===== config.mk =====
export PLATFORM = sky130hd
export DESIGN_NAME = pipe_ctrl
export DESIGN_NICKNAME = d
export VERILOG_FILES = /design/src/rtl/cpu_pkg.sv /design/src/rtl/pipe_stat_cnt.sv /design/src/rtl/pipe_ctrl.sv
export SDC_FILE = /design/constraint.sdc
export NUM_CORES = 1
export LEC_CHECK = 0
export ABC_AREA = 1
export CORE_AREA = 2 2 80 113
export CTS_BUF_LIST = sky130_fd_sc_hd__clkbuf_4 sky130_fd_sc_hd__clkbuf_8
export CTS_CLUSTER_DIAMETER = 80
export DETAILED_ROUTE_END_ITERATION = 16
export DIE_AREA = 0 0 82 115
export GPL_ROUTABILITY_DRIVEN = 0
export GPL_TIMING_DRIVEN = 0
export PLACE_DENSITY_LB_ADDON = 0.15
export SYNTH_ARGS = -nofsm -noshare
export SYNTH_HDL_FRONTEND = slang
export SYNTH_SLANG_ARGS = --single-unit

===== constraint.sdc =====
create_clock -name i_clk -period 3.25 [get_ports i_clk]
set_input_delay 0.975 -clock i_clk [delete_from_list [all_inputs] [get_ports i_clk]]
set_output_delay 0.975 -clock i_clk [all_outputs]
set_load 0.02 [all_outputs]

===== src/rtl/cpu_pkg.sv =====
// Shared core definitions: stage indices, stall-vector width and the
// priority encoder used to find the oldest requesting stage.
package cpu_pkg;

  localparam int N_STAGES_DEF = 5;
  localparam int STALL_W      = N_STAGES_DEF + 1;

  localparam int ST_IF  = 0;
  localparam int ST_ID  = 1;
  localparam int ST_EX  = 2;
  localparam int ST_MEM = 3;
  localparam int ST_WB  = 4;

  localparam int MSB_W = 32;
  localparam int IDX_W = 5;

  typedef struct packed {
    logic             found;
    logic [IDX_W-1:0] idx;
  } msb_t;

  // Highest set bit wins; found=0 when the vector is empty.
  function automatic msb_t msb_idx(input logic [MSB_W-1:0] v);
    msb_t r;
    r.found = 1'b0;
    r.idx   = '0;
    for (int k = 0; k < MSB_W; k++) begin
      if (v[k]) begin
        r.found = 1'b1;
        r.idx   = IDX_W'(k);
      end
    end
    return r;
  endfunction

endpackage


===== src/rtl/pipe_stat_cnt.sv =====
// Stall statistics: saturating total stall-cycle count, per-episode run
// length and a sticky flag for episodes longer than MAX_STALL cycles.
module pipe_stat_cnt #(
  parameter int CNT_W     = 32,
  parameter int MAX_STALL = 255
) (
  input  logic             i_clk,
  input  logic             i_rst_n,
  input  logic             i_stall_any,
  input  logic             i_clr_stats,
  output logic [CNT_W-1:0] o_stall_cnt,
  output logic             o_stall_timeout
);

  logic [CNT_W-1:0] r_stall_cnt;
  logic [15:0]      r_run_cnt;
  logic             r_timeout;

  always_ff @(posedge i_clk or negedge i_rst_n) begin
    if (!i_rst_n) begin
      r_stall_cnt <= '0;
      r_run_cnt   <= '0;
      r_timeout   <= 1'b0;
    end else begin
      if (i_clr_stats) begin
        r_stall_cnt <= '0;
      end else if (i_stall_any && (r_stall_cnt != '1)) begin
        r_stall_cnt <= r_stall_cnt + CNT_W'(1);
      end

      // Run length saturates so a very long episode never wraps back.
      if (!i_stall_any) begin
        r_run_cnt <= '0;
      end else if (r_run_cnt != '1) begin
        r_run_cnt <= r_run_cnt + 16'd1;
      end

      if (i_clr_stats) begin
        r_timeout <= 1'b0;
      end else if (i_stall_any && (r_run_cnt == 16'(MAX_STALL))) begin
        r_timeout <= 1'b1;
      end
    end
  end

  assign o_stall_cnt     = r_stall_cnt;
  assign o_stall_timeout = r_timeout;

endmodule


===== src/rtl/pipe_ctrl.sv =====
// N-stage pipeline stall/flush controller with registered per-stage valid
// bits and stall statistics.
module pipe_ctrl
  import cpu_pkg::*;
#(
  parameter int N_STAGES  = 5,
  parameter int CNT_W     = 32,
  parameter int MAX_STALL = 255
) (
  input  logic                i_clk,
  input  logic                i_rst_n,
  input  logic [N_STAGES-1:0] i_stallreq,
  input  logic [N_STAGES-1:0] i_flushreq,
  input  logic                i_clr_stats,
  output logic [N_STAGES:0]   o_stall,
  output logic [N_STAGES-1:0] o_flush,
  output logic [N_STAGES-1:0] o_stage_valid,
  output logic [CNT_W-1:0]    o_stall_cnt,
  output logic                o_stall_timeout
);

  msb_t w_m;
  msb_t w_f;
  logic w_stall_win;
  logic w_flush_win;
  logic [IDX_W:0] w_m_plus1;

  assign w_m = msb_idx(MSB_W'(i_stallreq));
  assign w_f = msb_idx(MSB_W'(i_flushreq));

  // A stall at or below the flushing stage blocks the redirect; the
  // requester keeps flushreq up until it can be honoured.
  assign w_stall_win = w_m.found && (!w_f.found || (w_m.idx >= w_f.idx));
  assign w_flush_win = w_f.found && !w_stall_win;
  assign w_m_plus1   = {1'b0, w_m.idx} + (IDX_W+1)'(1);

  genvar gi;
  generate
    for (gi = 0; gi <= N_STAGES; gi++) begin : g_stall
      assign o_stall[gi] = w_stall_win && ((IDX_W+1)'(gi) <= w_m_plus1);
    end

    for (gi = 0; gi < N_STAGES; gi++) begin : g_flush
      assign o_flush[gi] = (w_stall_win && ((IDX_W+1)'(gi) == w_m_plus1)) ||
                           (w_flush_win && (IDX_W'(gi) < w_f.idx));
    end
  endgenerate

  logic [N_STAGES-1:0] r_stage_valid;
  logic [N_STAGES-1:0] w_valid_src;

  // Stage 0 is refilled from the always-valid PC.
  assign w_valid_src = {r_stage_valid[N_STAGES-2:0], 1'b1};

  generate
    for (gi = 0; gi < N_STAGES; gi++) begin : g_valid
      always_ff @(posedge i_clk or negedge i_rst_n) begin
        if (!i_rst_n) begin
          r_stage_valid[gi] <= 1'b0;
        end else if (o_flush[gi]) begin
          r_stage_valid[gi] <= 1'b0;
        end else if (!o_stall[gi+1]) begin
          r_stage_valid[gi] <= w_valid_src[gi];
        end
      end
    end
  endgenerate

  assign o_stage_valid = r_stage_valid;

  pipe_stat_cnt #(
    .CNT_W     (CNT_W),
    .MAX_STALL (MAX_STALL)
  ) u_stat (
    .i_clk           (i_clk),
    .i_rst_n         (i_rst_n),
    .i_stall_any     (|i_stallreq),
    .i_clr_stats     (i_clr_stats),
    .o_stall_cnt     (o_stall_cnt),
    .o_stall_timeout (o_stall_timeout)
  );

endmodule


# ---- Word-level counts from Yosys, hierarchy flattened
# Index checks and enable logic that the tools add are counted.
dict set report word_totals {
  regBits 54
  in_bits 13
  wordCells 94
}
dict set report op_classes {
  addsub 3
  magnitude_cmp 12
  eq_ne 13
  muxes 26
  n_reduce_logical 32
}
# operator n
set op_table {}
lappend op_table {{two-way mux 32 bit} 2}
lappend op_table {{two-way mux 6 bit} 10}
lappend op_table {{adder 32 x 1 -> 32 bit (second input constant)} 1}
lappend op_table {{two-way mux 16 bit} 2}
lappend op_table {{!= test 32 bit (second input constant)} 1}
lappend op_table {{logical AND 1 bit} 20}
lappend op_table {{adder 16 x 1 -> 16 bit (second input constant)} 1}
lappend op_table {{== test 16 x 8 -> 1 bit (second input constant)} 1}
lappend op_table {{!= test 16 bit (second input constant)} 1}
lappend op_table {{== test 2 x 6 -> 1 bit (first input constant)} 2}
lappend op_table {{<= comparator 1 x 6 -> 1 bit (first input constant)} 2}
lappend op_table {{<= comparator 2 x 6 -> 1 bit (first input constant)} 2}
lappend op_table {{<= comparator 3 x 6 -> 1 bit (first input constant)} 2}
lappend op_table {{two-way mux 1 bit} 12}
lappend op_table {{less-than comparator 1 x 5 -> 1 bit (first input constant)} 2}
lappend op_table {{less-than comparator 2 x 5 -> 1 bit (first input constant)} 2}
lappend op_table {{!= test 2 x 1 -> 1 bit (second input constant)} 5}
lappend op_table {{adder 5 x 1 -> 6 bit (second input constant)} 1}
lappend op_table {{== test 1 x 6 -> 1 bit (first input constant)} 1}
lappend op_table {{== test 3 x 6 -> 1 bit (first input constant)} 1}
lappend op_table {{logical NOT 6 bit} 1}
lappend op_table {{logical OR 1 bit} 6}
lappend op_table {{>= comparator 5 bit} 1}
lappend op_table {{less-than comparator 3 x 5 -> 1 bit (first input constant)} 1}
lappend op_table {{other kinds (4)} 6}

# ---- Depth between registers and ports, before layout
dict set report depth {
  word_depth 13
  mapped_depth 13
}

# ---- Cells and area by module
# From an unflattened synthesis, not the netlist that was laid out.
dict set report unflattened {
  cells_unflattened 573
  hier_area_um2 3782.4
}
# module n_inst cells_per_inst area_per_inst_um2
set modules_own_cells {}
lappend modules_own_cells {pipe_stat_cnt 1 472 3155.5}
lappend modules_own_cells {pipe_ctrl 1 101 626.9}

# ---- Least setup slack after synthesis
# No wires, ideal clock.
dict set report synth_path {
  path_type {input port to output port}
  start {input port i_stallreq[3]}
  end {output port o_flush[0]}
  arrival_ps 2420
  path_slack_ps -145
  path_stages 11
  cell_sequence {nor2_1 nor2_1 ha_1 nand2_1 nor2_1 nor2_1 nand3_1 nand3_1 inv_1 nand2_1 nand2_1}
}
dict set report synth_between {
  elab_chain_cells 9
}
# item line
set synth_lines {}
lappend synth_lines {{start: declaration} pipe_ctrl.sv:12} ;# input logic [N_STAGES-1:0] i_stallreq,
lappend synth_lines {{two-way mux 6 bit (*) (2 in a row)} cpu_pkg.sv:28} ;# if (v[k]) begin
lappend synth_lines {{>= comparator 5 bit} pipe_ctrl.sv:33} ;# assign w_stall_win = w_m.found && (!w_f.found || (w_m.idx >= w_f.idx));
lappend synth_lines {{logical OR 1 bit} pipe_ctrl.sv:33}
lappend synth_lines {{logical AND 1 bit} pipe_ctrl.sv:33}
lappend synth_lines {{logical NOT 1 bit} pipe_ctrl.sv:34} ;# assign w_flush_win = w_f.found && !w_stall_win;
lappend synth_lines {{logical AND 1 bit} pipe_ctrl.sv:34}
lappend synth_lines {{logical AND 1 bit} pipe_ctrl.sv:45} ;# (w_flush_win && (IDX_W'(gi) < w_f.idx));
lappend synth_lines {{logical OR 1 bit (*)} pipe_ctrl.sv:44} ;# assign o_flush[gi] = (w_stall_win && ((IDX_W+1)'(gi) == w_m_plus1)) ||
lappend synth_lines {{end: declaration} pipe_ctrl.sv:16} ;# output logic [N_STAGES-1:0] o_flush,
# Mark *: on every way between the ends. The rest lies on a longest branch, timed or not.

# ---- Worst setup path in the final report
# Ends and elaborated chain as after synthesis.

==> results by group <==
Floorplan
  • DIE WIDTH: 82 um
  • Ports: 62
  • Core outline area: 8408 sq um
  • Die area: between 9000 and 10000 sq um
  • Die Height: 115 um
  • Rows: 40
  • Initial Util: 0.4437

Timing
  • Skew final: a little under 0.01 ns
  • Final WS setup: -0.1021 ns
  • Final Hold Vio Count: 0
  • Final period util: 1.031
  • Setup Viol. Count Final: 9
  • Crit path time final: between 3 and 4 ns
  • RSZ-0062 raised after global routing: true
  • Hold slack: 0.5076 ns
  • Worst Tran Pin Value: ~0.63 ns
  • F_max: 298.3 MHz
  • Max Slew Vio Count: 0
  • Max-slew headroom: 0.5781
  • Setup tns final: -0.3303 ns

Pwr
  • Sw power: between 0.5 and 0.6 mW
  • Clock power frac: 0.263
  • Flop pwr share: 0.451
  • Peak VDD IR: about 0.00030 V
  • Switch share: 0.3348
  • Combinational power share: 0.285
  • Leak: 2.368 nW
  • Pwr per Cell Area: 362.2 nW/um^2
  • Internal power: 1.184 mW
  • Tot Pwr: roughly 1.8 mW

Flow run
  • Max Cap Viol: 0

Route
  • DRT iter0 DRCs: 160
  • Drt pass-1 iters: 5
  • Drt wl/cell: 14.28 um
  • DRC Markers: 0
  • Vias: 3958
  • Via density: 5.194
  • Detail Route Antenna Nets: 0
  • Routed wire length: about 11000 um

Critical path
  • Critical Path, Cell by Cell: buf_6 > nor2_4 > nor2_4 > ha_4 > nand2_1 > nand2_1 > nor2_4 > nand3_4 > buf_12 > nand3_4 > inv_4 > nand2_2 > nand2_2 > buf_6
  • Worst EP arrival: 2.38 ns
  • Crit-path max FO: 8
  • CP dominant cell by count: nor2_4
  • Critical Path Start Type: input port
  • Crit. End Element: primary output
  • Max stage delay on crit path: 0.16 ns
  • Buf/Inv on CP: 4
  • WS Path Type: input port to primary output
  • Critical Path RT: between 2 and 2.5 ns
  • CP top delay family: simple AND/OR/NAND/NOR gates
  • Slowest cell on crit path: nor2_4

Global route
  • Antenna violations before repair: 0
  • First-pass GRT wire length: 17470 um
  • Largest net degree at the start of global routing: 39
  • Via count of the first global-routing pass: 3756
  • Overall Global Routing Usage: 0.2388
  • Grt ovf: 0

Cells and area
  • Sequential cell area: 1351 sq um
  • Antenna Diode Count: 0
  • Multi-input logic area: about 2200 sq um
  • FILL cells: a little over 800
  • Area Growth Syn to Fin: 31.76%
  • # nets final: 678
  • Share of cells above drive strength 1: 0.1598

CTS
  • Post-CTS Hold Fix Bufs: 0
  • CTS tree: done
  • CTS clock-pin slew for the worst setup and hold paths: 0.10 ns
  • CTS Buf Count: 5
  • CTS root buffer: clkbuf_8
  • H-tree lvl count: 2
  • CTS Sinks: 54
  • Clock Latency Late Sink: 0.32 ns
  • Max clock buf depth: 2

Yosys
  • Async SR Flop Fraction: 1.000
  • Count of cell types in the netlist: 29
  • Most frequent cell after synthesis: nand2_1
  • Yosys Warn Count: 0
  • Post-synth EDFFs: 0
  • Synth Cell Area: 3731 sq um
  • Predominant post-synthesis flop cell: dfrtp_1
  • Syn Inst Count: 576
  • Cell taking the most area after synthesis: dfrtp_1
  • Mapped Avg Cell Area: between 6 and 7 sq um
  • Yosys top cell area share: 0.3622
  • Seq cells post-synth: 54
  • Most frequent cells after synthesis: 211 x nand2_1, 80 x nor2_1, 68 x inv_1
  • Post-synthesis sequential area ratio: 0.3622
  • Syn Nets: around 600
  • Main area contributors after synthesis: dfrtp_1 36%, nand2_1 21%, nor2_1 8.0%, inv_1 6.8%, nand3_1 6.4%

Placed design
  • IO Port Bufs: 60
  • HPWL Detailed: ~7900 um
  • Pre-CTS WS: -1.253 ns

Status
  • Failing checks: setup timing
  • Status: finished with violations

Min path
  • HP Class: register to register
## sequential cells by signal (all words and copies together), names as in the netlist
signal / cells
o_stage_valid: 5
u_stat.o_stall_cnt: 32
u_stat.o_stall_timeout: 1
u_stat.r_run_cnt: 16
## routing by layer
metal	wire length, um	vias to the layer above	track usage
li1	-	1985	-
met2	5843	108	0.4238
met4	246	0	0.09444
met5	0	-	0
met3	376	14	0.03532
met1	4417	1851	0.2841
## layout make-up
cell class,count,share of cell area
multi-input cells,439,0.4574
well taps,105,0.02672
repair buffers,74,0.1471
inverters,72,0.05752
clock buffers,5,0.01400
clock inverters,2,0.007890
plain buffers,11,0.01451
flip-flops and latches,54,0.2749
## layout by cell type, fill, tap and decap left out, types with 9 or more instances in the layout
cell             synthesis  routed
nand2_1                211     202
nand2_2                  4      12
nand3_1                 48      44
dfrtp_1                 54      54
nor3_1                  10      10
inv_1                   68      61
nor2_1                  80      73
buf_4                    0      15
buf_6                    2      16
nand4_1                 30      30
clkdlybuf4s50_1          0      40
xor2_1                  10       9
## worst min-delay path, cell delays in order (launching register included)
cell	delay [ns]
dfrtp_1	0.37
nand2_1	0.06
nand2_1	0.06
## cell families after synthesis
logic type,after synthesis,share of synthesized area
XOR/XNOR,12,0.02817
buffers and inverters,83,0.09054
adder cells (fa/ha/maj),8,0.02683
AO/OA/AOI/OAI,21,0.03186
flip-flops,54,0.3622
AND/OR/NAND/NOR,398,0.4604
## metrics by stage
step | cells | util | cell area [sq um]
after floorplan | 576 | - | 3739
after global placement | 741 | 0.5317 | 4471
after detailed placement | 742 | 0.5335 | 4486
after CTS | 758 | 0.5695 | 4788
after global routing | 762 | 0.5847 | 4916
final | 762 | 0.5847 | 4916
## timing repair
action / 4_1_cts / 5_1_grt
resized for setup: 126 / 30
pin swaps: 15 / 16
setup endpoints to repair: 11 / 11
setup buffers: 9 / 4
cloned: 0 / 0
## final timing paths
| path | end | cells past startpoint | startpoint | slack (ns) |
|---|---|---|---|---|
| setup reg to reg | u_stat.o_stall_cnt[30] | 9 | u_stat.o_stall_cnt[0] | 1.15 |
| max in group asynchronous | u_stat.o_stall_cnt[20] | 2 | i_rst_n | 2.10 |
| hold reg to reg | o_stage_valid[4] | 2 | o_stage_valid[4] | 0.51 |
| setup / recovery | o_flush[0] | 14 | i_stallreq[3] | -0.10 |
| hold / removal | o_stage_valid[4] | 2 | o_stage_valid[4] | 0.51 |
| min in group asynchronous | u_stat.o_stall_cnt[10] | 1 | i_rst_n | 0.60 |
## power by group through the flow
stage                     Clock (mW)  Sequential (mW)  Combinational (mW)
after floorplan                    0            0.820               0.251
after global placement             0            0.814               0.415
after detailed placement           0            0.816               0.429
after CTS                      0.480            0.803               0.471
after global routing           0.507            0.815               0.569
final                          0.469            0.803               0.508
(Power assumes the default switching activity.)
